==> src/rtl/mem_arbiter_if.sv <==
// -----------------------------------------------------------------------------
// mem_arbiter_if
// Bus bundle between two cache-line requesters, the arbiter and one memory.
//
// Requester side (per port x in {0,1}):
//   mx_enable_i  request, held for the whole transaction sequence
//   mx_write_i   1 = write, 0 = read
//   mx_addr_i    32-bit line address
//   mx_data_i    256-bit write line
//   mx_ack_o     memory acknowledge, seen only by the owning port
//   mx_data_o    256-bit read line, 0 on the non-owning port
// Memory side:
//   mem_enable_o, mem_write_o, mem_addr_o, mem_data_o  request to memory
//   mem_data_i, mem_ack_i                             response from memory
//
// Modports:
//   slave  - the arbiter's view (requests in, responses out)
//   master - the environment's view (requesters and memory model)
// -----------------------------------------------------------------------------
interface mem_arbiter_if;
  logic         m0_enable_i;
  logic         m1_enable_i;
  logic         m0_write_i;
  logic         m1_write_i;
  logic [31:0]  m0_addr_i;
  logic [31:0]  m1_addr_i;
  logic [255:0] m0_data_i;
  logic [255:0] m1_data_i;
  logic         m0_ack_o;
  logic         m1_ack_o;
  logic [255:0] m0_data_o;
  logic [255:0] m1_data_o;
  logic         mem_enable_o;
  logic         mem_write_o;
  logic [31:0]  mem_addr_o;
  logic [255:0] mem_data_o;
  logic [255:0] mem_data_i;
  logic         mem_ack_i;

  modport slave (
    input  m0_enable_i, m1_enable_i,
    input  m0_write_i,  m1_write_i,
    input  m0_addr_i,   m1_addr_i,
    input  m0_data_i,   m1_data_i,
    output m0_ack_o,    m1_ack_o,
    output m0_data_o,   m1_data_o,
    output mem_enable_o, mem_write_o, mem_addr_o, mem_data_o,
    input  mem_data_i,  mem_ack_i
  );

  modport master (
    output m0_enable_i, m1_enable_i,
    output m0_write_i,  m1_write_i,
    output m0_addr_i,   m1_addr_i,
    output m0_data_i,   m1_data_i,
    input  m0_ack_o,    m1_ack_o,
    input  m0_data_o,   m1_data_o,
    input  mem_enable_o, mem_write_o, mem_addr_o, mem_data_o,
    output mem_data_i,  mem_ack_i
  );
endinterface

==> src/rtl/mem_arbiter.sv <==
// -----------------------------------------------------------------------------
// mem_arbiter
// Two-port arbiter in front of a single line-wide memory. A grant covers the
// whole time a requester holds its enable, so a writeback followed by a refill
// goes out as one uninterrupted ownership period. Ties are broken against the
// port that owned last. Between two owners the memory always sees its enable
// low for at least two cycles (owner's drop cycle plus a one-cycle gap).
//
// Ports:
//   clk_i       rising-edge clock
//   rst_i       asynchronous, active-low reset
//   bus         mem_arbiter_if.slave - requester and memory signals
//   ack_cnt0_o  acks delivered to port 0 (wraps modulo 2^CNT_W)
//   ack_cnt1_o  acks delivered to port 1 (wraps modulo 2^CNT_W)
//   err_o       sticky: an ack arrived while no port owned the memory
//
// Parameters:
//   CNT_W       width of the per-port ack counters
// -----------------------------------------------------------------------------
module mem_arbiter #(
  parameter int CNT_W = 16
) (
  input  logic             clk_i,
  input  logic             rst_i,
  mem_arbiter_if.slave     bus,
  output logic [CNT_W-1:0] ack_cnt0_o,
  output logic [CNT_W-1:0] ack_cnt1_o,
  output logic             err_o
);

  typedef enum logic [1:0] {
    IDLE = 2'd0,
    OWN0 = 2'd1,
    OWN1 = 2'd2,
    GAP  = 2'd3
  } state_e;

  state_e           state_q;
  state_e           state_d;
  // last_q names the port that owned most recently; 1 after reset so that
  // port 0 wins the first tie.
  logic             last_q;
  logic             last_d;
  logic [CNT_W-1:0] cnt0_q;
  logic [CNT_W-1:0] cnt0_d;
  logic [CNT_W-1:0] cnt1_q;
  logic [CNT_W-1:0] cnt1_d;
  logic             err_q;
  logic             err_d;

  // State, tie pointer, counters and error flag registers.
  always_ff @(posedge clk_i or negedge rst_i) begin
    if (!rst_i) begin
      state_q <= IDLE;
      last_q  <= 1'b1;
      cnt0_q  <= '0;
      cnt1_q  <= '0;
      err_q   <= 1'b0;
    end else begin
      state_q <= state_d;
      last_q  <= last_d;
      cnt0_q  <= cnt0_d;
      cnt1_q  <= cnt1_d;
      err_q   <= err_d;
    end
  end

  // Ownership FSM next state and tie pointer update.
  always_comb begin
    state_d = state_q;
    last_d  = last_q;
    case (state_q)
      IDLE: begin
        if (bus.m0_enable_i && bus.m1_enable_i) begin
          // Both pending: favour whoever did not own last.
          state_d = last_q ? OWN0 : OWN1;
        end else if (bus.m0_enable_i) begin
          state_d = OWN0;
        end else if (bus.m1_enable_i) begin
          state_d = OWN1;
        end else begin
          state_d = IDLE;
        end
      end
      OWN0: begin
        if (bus.m0_enable_i) begin
          state_d = OWN0;
        end else begin
          state_d = GAP;
          last_d  = 1'b0;
        end
      end
      OWN1: begin
        if (bus.m1_enable_i) begin
          state_d = OWN1;
        end else begin
          state_d = GAP;
          last_d  = 1'b1;
        end
      end
      GAP: begin
        // Requests seen here are picked up from IDLE on the next edge.
        state_d = IDLE;
      end
      default: begin
        state_d = IDLE;
        last_d  = 1'b1;
      end
    endcase
  end

  // Ack accounting: count acks per owner, flag acks that have no owner.
  always_comb begin
    cnt0_d = cnt0_q;
    cnt1_d = cnt1_q;
    err_d  = err_q;
    if (bus.mem_ack_i) begin
      case (state_q)
        OWN0:    cnt0_d = cnt0_q + CNT_W'(1);
        OWN1:    cnt1_d = cnt1_q + CNT_W'(1);
        IDLE:    err_d  = 1'b1;
        GAP:     err_d  = 1'b1;
        default: err_d  = 1'b1;
      endcase
    end else begin
      cnt0_d = cnt0_q;
      cnt1_d = cnt1_q;
      err_d  = err_q;
    end
  end

  // Request/response steering: the owner's inputs pass straight to memory and
  // the memory response passes straight back to the owner in the same cycle.
  // Reset forces IDLE asynchronously, so everything reads 0 while rst_i is low.
  always_comb begin
    bus.mem_enable_o = 1'b0;
    bus.mem_write_o  = 1'b0;
    bus.mem_addr_o   = 32'h0000_0000;
    bus.mem_data_o   = '0;
    bus.m0_ack_o     = 1'b0;
    bus.m1_ack_o     = 1'b0;
    bus.m0_data_o    = '0;
    bus.m1_data_o    = '0;
    case (state_q)
      OWN0: begin
        bus.mem_enable_o = bus.m0_enable_i;
        bus.mem_write_o  = bus.m0_write_i;
        bus.mem_addr_o   = bus.m0_addr_i;
        bus.mem_data_o   = bus.m0_data_i;
        bus.m0_ack_o     = bus.mem_ack_i;
        bus.m0_data_o    = bus.mem_data_i;
      end
      OWN1: begin
        bus.mem_enable_o = bus.m1_enable_i;
        bus.mem_write_o  = bus.m1_write_i;
        bus.mem_addr_o   = bus.m1_addr_i;
        bus.mem_data_o   = bus.m1_data_i;
        bus.m1_ack_o     = bus.mem_ack_i;
        bus.m1_data_o    = bus.mem_data_i;
      end
      default: begin
        bus.mem_enable_o = 1'b0;
        bus.m0_ack_o     = 1'b0;
        bus.m1_ack_o     = 1'b0;
      end
    endcase
  end

  assign ack_cnt0_o = cnt0_q;
  assign ack_cnt1_o = cnt1_q;
  assign err_o      = err_q;

endmodule
==> src/flat_wrapper.sv <==
// flat-port wrapper written by rule: the top's interface ports become plain ports
module mem_arbiter_flat 
#(
  parameter int CNT_W = 16
)
  (clk_i, rst_i, ack_cnt0_o, ack_cnt1_o, err_o, bus_m0_enable_i, bus_m1_enable_i, bus_m0_write_i, bus_m1_write_i, bus_m0_addr_i, bus_m1_addr_i, bus_m0_data_i, bus_m1_data_i, bus_m0_ack_o, bus_m1_ack_o, bus_m0_data_o, bus_m1_data_o, bus_mem_enable_o, bus_mem_write_o, bus_mem_addr_o, bus_mem_data_o, bus_mem_data_i, bus_mem_ack_i);
  mem_arbiter_if bus_i ();
  input  logic clk_i;
  input  logic rst_i;
  output logic [CNT_W-1:0] ack_cnt0_o;
  output logic [CNT_W-1:0] ack_cnt1_o;
  output logic err_o;
  input wire logic [$bits(bus_i.m0_enable_i)-1:0] bus_m0_enable_i;
  input wire logic [$bits(bus_i.m1_enable_i)-1:0] bus_m1_enable_i;
  input wire logic [$bits(bus_i.m0_write_i)-1:0] bus_m0_write_i;
  input wire logic [$bits(bus_i.m1_write_i)-1:0] bus_m1_write_i;
  input wire logic [$bits(bus_i.m0_addr_i)-1:0] bus_m0_addr_i;
  input wire logic [$bits(bus_i.m1_addr_i)-1:0] bus_m1_addr_i;
  input wire logic [$bits(bus_i.m0_data_i)-1:0] bus_m0_data_i;
  input wire logic [$bits(bus_i.m1_data_i)-1:0] bus_m1_data_i;
  output wire logic [$bits(bus_i.m0_ack_o)-1:0] bus_m0_ack_o;
  output wire logic [$bits(bus_i.m1_ack_o)-1:0] bus_m1_ack_o;
  output wire logic [$bits(bus_i.m0_data_o)-1:0] bus_m0_data_o;
  output wire logic [$bits(bus_i.m1_data_o)-1:0] bus_m1_data_o;
  output wire logic [$bits(bus_i.mem_enable_o)-1:0] bus_mem_enable_o;
  output wire logic [$bits(bus_i.mem_write_o)-1:0] bus_mem_write_o;
  output wire logic [$bits(bus_i.mem_addr_o)-1:0] bus_mem_addr_o;
  output wire logic [$bits(bus_i.mem_data_o)-1:0] bus_mem_data_o;
  input wire logic [$bits(bus_i.mem_data_i)-1:0] bus_mem_data_i;
  input wire logic [$bits(bus_i.mem_ack_i)-1:0] bus_mem_ack_i;
  assign bus_i.m0_enable_i = bus_m0_enable_i;
  assign bus_i.m1_enable_i = bus_m1_enable_i;
  assign bus_i.m0_write_i = bus_m0_write_i;
  assign bus_i.m1_write_i = bus_m1_write_i;
  assign bus_i.m0_addr_i = bus_m0_addr_i;
  assign bus_i.m1_addr_i = bus_m1_addr_i;
  assign bus_i.m0_data_i = bus_m0_data_i;
  assign bus_i.m1_data_i = bus_m1_data_i;
  assign bus_m0_ack_o = bus_i.m0_ack_o;
  assign bus_m1_ack_o = bus_i.m1_ack_o;
  assign bus_m0_data_o = bus_i.m0_data_o;
  assign bus_m1_data_o = bus_i.m1_data_o;
  assign bus_mem_enable_o = bus_i.mem_enable_o;
  assign bus_mem_write_o = bus_i.mem_write_o;
  assign bus_mem_addr_o = bus_i.mem_addr_o;
  assign bus_mem_data_o = bus_i.mem_data_o;
  assign bus_i.mem_data_i = bus_mem_data_i;
  assign bus_i.mem_ack_i = bus_mem_ack_i;
  mem_arbiter #(.CNT_W(CNT_W)) u_core (.clk_i(clk_i), .rst_i(rst_i), .bus(bus_i), .ack_cnt0_o(ack_cnt0_o), .ack_cnt1_o(ack_cnt1_o), .err_o(err_o));
endmodule
==> config.mk <==
export PLATFORM = sky130hd
export DESIGN_NAME = mem_arbiter_flat
export DESIGN_NICKNAME = d
export VERILOG_FILES = /design/src/rtl/mem_arbiter_if.sv /design/src/rtl/mem_arbiter.sv /design/src/flat_wrapper.sv
export SDC_FILE = /design/constraint.sdc
export NUM_CORES = 1
export LEC_CHECK = 0
export CAP_MARGIN = 20
export CORE_AREA = 4 4 658 660
export DETAILED_ROUTE_END_ITERATION = 16
export DIE_AREA = 0 0 662 664
export PLACE_DENSITY = 0.3
export SLEW_MARGIN = 20
export SYNTH_ARGS = -nofsm -noshare
export SYNTH_HDL_FRONTEND = slang
export SYNTH_SLANG_ARGS = --single-unit
==> constraint.sdc <==
create_clock -name clk_i -period 5 [get_ports clk_i]
set_input_delay 0.75 -clock clk_i [delete_from_list [all_inputs] [get_ports clk_i]]
set_output_delay 0.75 -clock clk_i [all_outputs]
set_load 0.05 [all_outputs]
==> results of run 1 <==
## layer usage
metal  vias up  share of wire [%]  global-route usage, %
li1       7967                  -                      -
met1      9534                 38                   19.2
met2      1934                 48                   30.0
met3       649                 13                   9.24
met4       136                1.7                   1.58
met5         -               0.23                      0
## sequential cells by signal, indices dropped and copies added, names as in the netlist
signal             flops
u_core.ack_cnt0_o     16
u_core.ack_cnt1_o     16
u_core.state_q         2
u_core.err_o           1
u_core.last_q          1
## through the flow
| step | std cells | power [mW] | setup slack, ns | utilization (%) | hold slack [ns] |
|---|---|---|---|---|---|
| after floorplan | 1389 | 9.79 | 2.29 | - | 0.454 |
| after detailed placement | 8655 | 19.5 | 0.745 | 7.50 | 0.466 |
| after global routing | 8673 | 20.3 | 0.313 | 7.54 | 0.511 |
| final | 8739 | 19.4 | 0.542 | 7.58 | 0.496 |
| after CTS | 8663 | 20.0 | 0.311 | 7.54 | 0.491 |
| after global placement | 8655 | 19.6 | 0.723 | 7.50 | 0.469 |
## final cells by class
class / count / area share [%]
Clock buffer: 6 / 0.429
Antenna cell: 76 / 0.588
Multi-Input combinational cell: 1193 / 22.4
Clock inverter: 2 / 0.0464
Tap cell: 5687 / 22.0
Timing Repair Buffer: 1734 / 51.6
Inverter: 5 / 0.0812
Sequential cell: 36 / 2.79
## cells by family after synthesis
group,Yosys count
compound gates,296
xor+xnor,30
fa+ha+maj,7
buf+inv,160
flops,36
mux,4
simple gates,856
## power breakdown
| group | internal, mW | switching [mW] |
|---|---|---|
| sequential | 0.337 | 0.0699 |
| clock | 0.201 | 0.200 |
| combinational | 4.66 | 13.9 |
| total | 5.20 | 14.2 |
## layout by cell type, fill, tap and decap left out, drive strengths merged, types with 5 or more instances in the layout
cell,n
nand2,16
a22oi,290
clkdlybuf4s50,1393
nand3,10
diode,76
xnor2,23
inv,5
clkbuf,8
dfrtp,35
ha,7
and2,513
xor2,7
buf,339
nand4,9
nor2,298
## worst paths after layout
check | start | to | depth (start not counted) | slack (ns)
max in group asynchronous | rst_i | u_core.ack_cnt0_o[3] | 2 | 3.88
hold / removal | u_core.ack_cnt0_o[15] | u_core.ack_cnt0_o[15] | 1 | 0.50
setup reg to reg | u_core.state_q[1] | u_core.ack_cnt0_o[14] | 7 | 1.60
hold reg to reg | u_core.ack_cnt0_o[15] | u_core.ack_cnt0_o[15] | 1 | 0.50
setup / recovery | u_core.state_q[1] | bus_mem_addr_o[3] | 6 | 0.54
min in group asynchronous | rst_i | u_core.state_q[1] | 2 | 0.54
==> summary.txt, run 1 <==
Status
  – Status: finished, final reports clean

CTS
  – CTS tree: yes
  – Hold buffers post-CTS: 0
  – Maximum clock path buffer count: 2
  – Clock transition at path regs: 0.08 ns
  – Post-CTS resize count: 0
  – TritonCTS Buffers: 5
  – Worst-Skew Late Latency: 0.35 ns
  – CTS root buf: clkbuf_16
  – H-tree level count: 2
  – # clock sinks: 36
  – Post-CTS Setup Inserts: 0

Cells and area
  – Multi-input combinational cell area: 7260 um^2
  – Final Cell Area: 32,300 um^2
  – Fillers: 50.1k
  – Sequential Area: 902 um^2
  – Layout net count: 3,821
  – Area Overhead vs Synth: 268%
  – Fraction of layout cells with a size suffix above 1: 12.2%

Synthesis
  – Async SR Flop Fraction: 100%
  – Mapped cell area: 8790 um^2
  – Register area share after synthesis: 10.3%
  – YS warnings: 0
  – Syn Area/Cell: 6.33 um^2
  – Synth Area in Simple Gates: 52.5%
  – Most used DFF post-synth: dfrtp_1
  – Mux cell area share after synthesis: 0.498%
  – Post-synth EDFFs: 0
  – Unique cell type count in the Yosys netlist: 31
  – Cells after Synth: 1,389
  – Most common cell in the synthesized netlist: and2_1
  – Synthesized Nets: 2,235
  – Synth Area in Adders: 0.996%
  – Post-synth top area cell: and2_1
  – Compound-gate portion of the synthesized area: 25.2%
  – Post-synth top area share: 36.4%
  – Post-synthesis register bit count: 36
  – Post-synthesis xor/xnor area fraction: 2.99%
  – Most instantiated cells after synthesis: and2_1, nor2_1, a22oi_1
  – Largest family of logic cells by synthesized area: simple AND/OR/NAND/NOR gates
  – Synth area leaders: and2_1, a22oi_1, nor2_1

Routing
  – Drt wl/cell: 45.4 um
  – Final WL: 397,000 um
  – ANT nets after route: 0
  – 1st-pass router iterations: 5
  – Drc violations: 0
  – DR vias: 20.2k
  – 1st-iter DRT viols: 1,547
  – Avg Vias per Cell: 2.31

Die
  – # IOs: 1,676
  – Die footprint: 440,000 um^2
  – Core region area: 427,000 um^2
  – Chip Height: 664 um
  – Initial Util: 2.06%
  – Die X: 662 um
  – Site row count: 240

Flow run
  – Max cap viols: 0

Setup path
  – Slowest CP cell: clkdlybuf4s50_1
  – Setup crit end kind: output port
  – Required time of the critical path: 4.25 ns
  – Crit path max fanout: 33
  – WP data arrival: 3.71 ns
  – Largest delay share family, worst path: buffers and inverters
  – Buf+Inv Stages, Crit Path: 3
  – Max incr delay on CP: 0.95 ns
  – Critical path type: flop to output port
  – Startpoint types: flop
  – Crit-path cells: inv_1 > ha_4 > buf_4 > a22oi_1 > nor2_1 > clkdlybuf4s50_1

Worst hold path
  – Worst min path class: flop to flop

Placement
  – Routability cong.: 0.942
  – Port Buffers: 1,675
  – Dpl hpwl: 377,000 um
  – Placement Cell Area: 32,000 um^2

Timing
  – Achievable Freq: 224 MHz
  – Setup TNS: 0 ns
  – Final period util: 89.2%
  – Slew Viols, Final: 0
  – RSZ-0062 raised after global routing: no
  – Max_slew headroom: 29.9%
  – Actual slew at the worst max-slew pin: 1.05 ns
  – Endpoints failing hold: 0
  – Post-Route Skew: 0.0227 ns
  – Crit path time final: 4.46 ns
  – Final setup fails: 0

GRT
  – Gr usage total: 17.3%
  – Initial antenna violation count: 461
  – Number of global-route vias before repair: 18.9k
  – Congestion Overflow GR: 0
  – First-pass GRT wire length: 439,000 um
  – Largest net degree at the start of global routing: 78

Pwr
  – Pwr/cell area: 600 nW/um^2
  – Static Leakage: 10.4 nW
  – Max VDD drop: 0.260 mV
No activity file was read; power rests on OpenSTA's default activity.
==> inputs of run 2 (changes only) <==
- CTS_BUF_LIST: unset -> sky130_fd_sc_hd__clkbuf_4 sky130_fd_sc_hd__clkbuf_8
==> run 2 against run 1 <==
Setup slack got worse by 0.018 ns. Via count is 0.30% higher. Maximum frequency fell by 0.40%.
==> summary.txt, run 2 (same netlist as run 1, synthesis figures left out) <==
Status
  – Status: finished, final reports clean

Timing
  – Post-Route Skew: 0.0395 ns (+0.0168 ns)
  – Actual slew at the worst max-slew pin: 1.02 ns (-0.0247 ns)
  – Achievable Freq: 223 MHz (-0.40%)
  – Final period util: 89.5% (+0.36 points)
  – Slew Viols, Final: 0 (unchanged)
  – Worst Hold Slack: 0.477 ns (-0.0187 ns)
  – Fin worst setup slack: 0.524 ns (-0.0181 ns)
  – Max_slew headroom: 31.5% (+1.7 points)
  – Setup TNS: 0 ns (unchanged)
  – Final setup fails: 0 (unchanged)
  – Crit path time final: 4.48 ns (+0.0181 ns)
  – RSZ-0062 raised after global routing: no
  – Endpoints failing hold: 0 (unchanged)

Cells and area
  – Commonest cells after routing, fill and taps aside: clkdlybuf4s50_1, and2_1, buf_4, nor2_1, a22oi_1
  – Area Overhead vs Synth: 267%
  – Most common cell after layout, fill and taps aside: clkdlybuf4s50_1
  – Fraction of layout cells with a size suffix above 1: 12.2% (unchanged)
  – Layout net count: 3,821 (unchanged)

Placement
  – Dpl hpwl: 377,000 um (unchanged)
  – Place WS: 0.745 ns (unchanged)
  – Routability cong.: 0.942 (unchanged)
  – Port Buffers: 1,675 (unchanged)

CTS
  – Post-CTS Setup Inserts: 0 (unchanged)
  – # clock sinks: 36 (unchanged)
  – Clock transition at path regs: 0.11 ns (+0.03 ns)
  – Post-CTS resize count: 0 (unchanged)
  – Worst-Skew Late Latency: 0.41 ns (+0.06 ns)
  – TritonCTS Buffers: 5 (unchanged)
  – Maximum clock path buffer count: 2 (unchanged)
  – CTS tree: yes
  – Hold buffers post-CTS: 0 (unchanged)
  – H-tree level count: 2 (unchanged)
  – CTS root buf: clkbuf_8

Pwr
  – Pwr/cell area: 598 nW/um^2 (-0.37%)
  – Static Leakage: 10.4 nW (-0.25%)
  – Sequential share of power: 2.1% (about the same)
  – Int Pwr: 5.11 mW (-1.7%)
  – NetSw: 14.2 mW (-0.11%)
  – Comb pwr share: 96.3% (+0.5 points)
  – Total power: 19.3 mW (-0.54%)
  – Clock group share of total power: 1.6% (-0.5 points)
  – Max VDD drop: 0.261 mV (+0.33%)
  – Switch share: 73.5% (+0.31 points)

Setup path
  – Setup crit end kind: output port
  – WP data arrival: 3.73 ns (+0.02 ns)
  – Crit path max fanout: 33 (unchanged)
  – Crit-path cells: inv_1 > ha_4 > buf_4 > a22oi_1 > nor2_1 > clkdlybuf4s50_1
  – Startpoint types: flop
  – Required time of the critical path: 4.25 ns (about the same)
  – Worst R2R Path Depth: 7 (unchanged)
  – Max incr delay on CP: 0.95 ns (about the same)
  – Critical path type: flop to output port
  – Slowest CP cell: clkdlybuf4s50_1

Routing
  – Drc violations: 0 (unchanged)
  – Avg Vias per Cell: 2.32 (+0.29%)
  – 1st-iter DRT viols: 1,482 (-4.2%)
  – Final WL: 396,000 um (about the same)
  – ANT nets after route: 0 (unchanged)
  – 1st-pass router iterations: 5 (unchanged)
  – Drt wl/cell: 45.4 um (about the same)
  – DR vias: 20.3k (+0.30%)

Die
  – Chip Height: 664 um (unchanged)
  – Die X: 662 um (unchanged)
  – Site row count: 240 (unchanged)
  – Initial Util: 2.06% (unchanged)
  – # IOs: 1,676 (unchanged)
  – Core region area: 427,000 um^2 (unchanged)
  – Die footprint: 440,000 um^2 (unchanged)

GRT
  – Gr usage total: 17.3% (unchanged)
  – Congestion Overflow GR: 0 (unchanged)
  – Largest net degree at the start of global routing: 78 (unchanged)
  – First-pass GRT wire length: 439,000 um (about the same)
  – Number of global-route vias before repair: 18.9k (+0.063%)
  – Initial antenna violation count: 462 (+0.22%)

Flow run
  – Max cap viols: 0 (unchanged)

Worst hold path
  – Worst min path class: input port to async pin
==> run 2: per-stage QoR <==
stage,utilization [%],cells,instance area (um^2)
6_report,7.57,8740,32300
5_1_grt,7.53,8675,32100
4_1_cts,7.52,8663,32100
3_5_place_dp,7.50,8655,32000
3_3_place_gp,7.50,8655,32000
2_1_floorplan,-,1389,8790
==> run 2: per-layer routing <==
metal | GRT usage (%) | share of wire [%] | up-vias
met2 | 30.0 | 48 | 1948
li1 | - | - | 7982
met3 | 9.25 | 13 | 632
met4 | 1.54 | 1.7 | 134
met1 | 19.2 | 38 | 9585
met5 | 0 | 0.23 | -
==> run 2: path summary, 6_finish.rpt <==
| kind | startpoint | end | slack [ns] |
|---|---|---|---|
| max | u_core.state_q[1] | bus_mem_addr_o[3] | 0.52 |
| min | rst_i | u_core.state_q[1] | 0.48 |
| max reg2reg | u_core.state_q[1] | u_core.ack_cnt0_o[14] | 1.59 |
| min reg2reg | u_core.ack_cnt0_o[15] | u_core.ack_cnt0_o[15] | 0.50 |
| max in group asynchronous | rst_i | u_core.ack_cnt0_o[3] | 3.94 |
| min in group clk_i | u_core.ack_cnt0_o[15] | u_core.ack_cnt0_o[15] | 0.50 |
==> run 2: area by class of cell <==
cell class | instances | area (um^2)
Sequential cell | 36 | 902
Clock inverter | 2 | 15.0
Fill cell | 50100 | 394000
Inverter | 5 | 26.3
Tap cell | 5687 | 7120
Timing Repair Buffer | 1734 | 16700
Multi-Input combinational cell | 1193 | 7260
Clock buffer | 6 | 82.6
Antenna cell | 77 | 193
==> run 2: power by group through the flow <==
stage	Clock (mW)	Sequential (mW)	Combinational, mW
global route	0.336	0.416	19.5
finish	0.306	0.407	18.6
detailed placement	0	0.413	19.1
floorplan	0	0.508	9.28
global placement	0	0.413	19.2
CTS	0.338	0.407	19.2
==> run 2: critical path, delay by kind of cell, from the launching register on <==
family	cells	cell delay [ns]
and+or+nand+nor	1	0.35
AOI/OAI and AO/OA	1	0.12
adders and majority gates	1	0.69
DFF	1	0.48
buffers and inverters	3	1.66
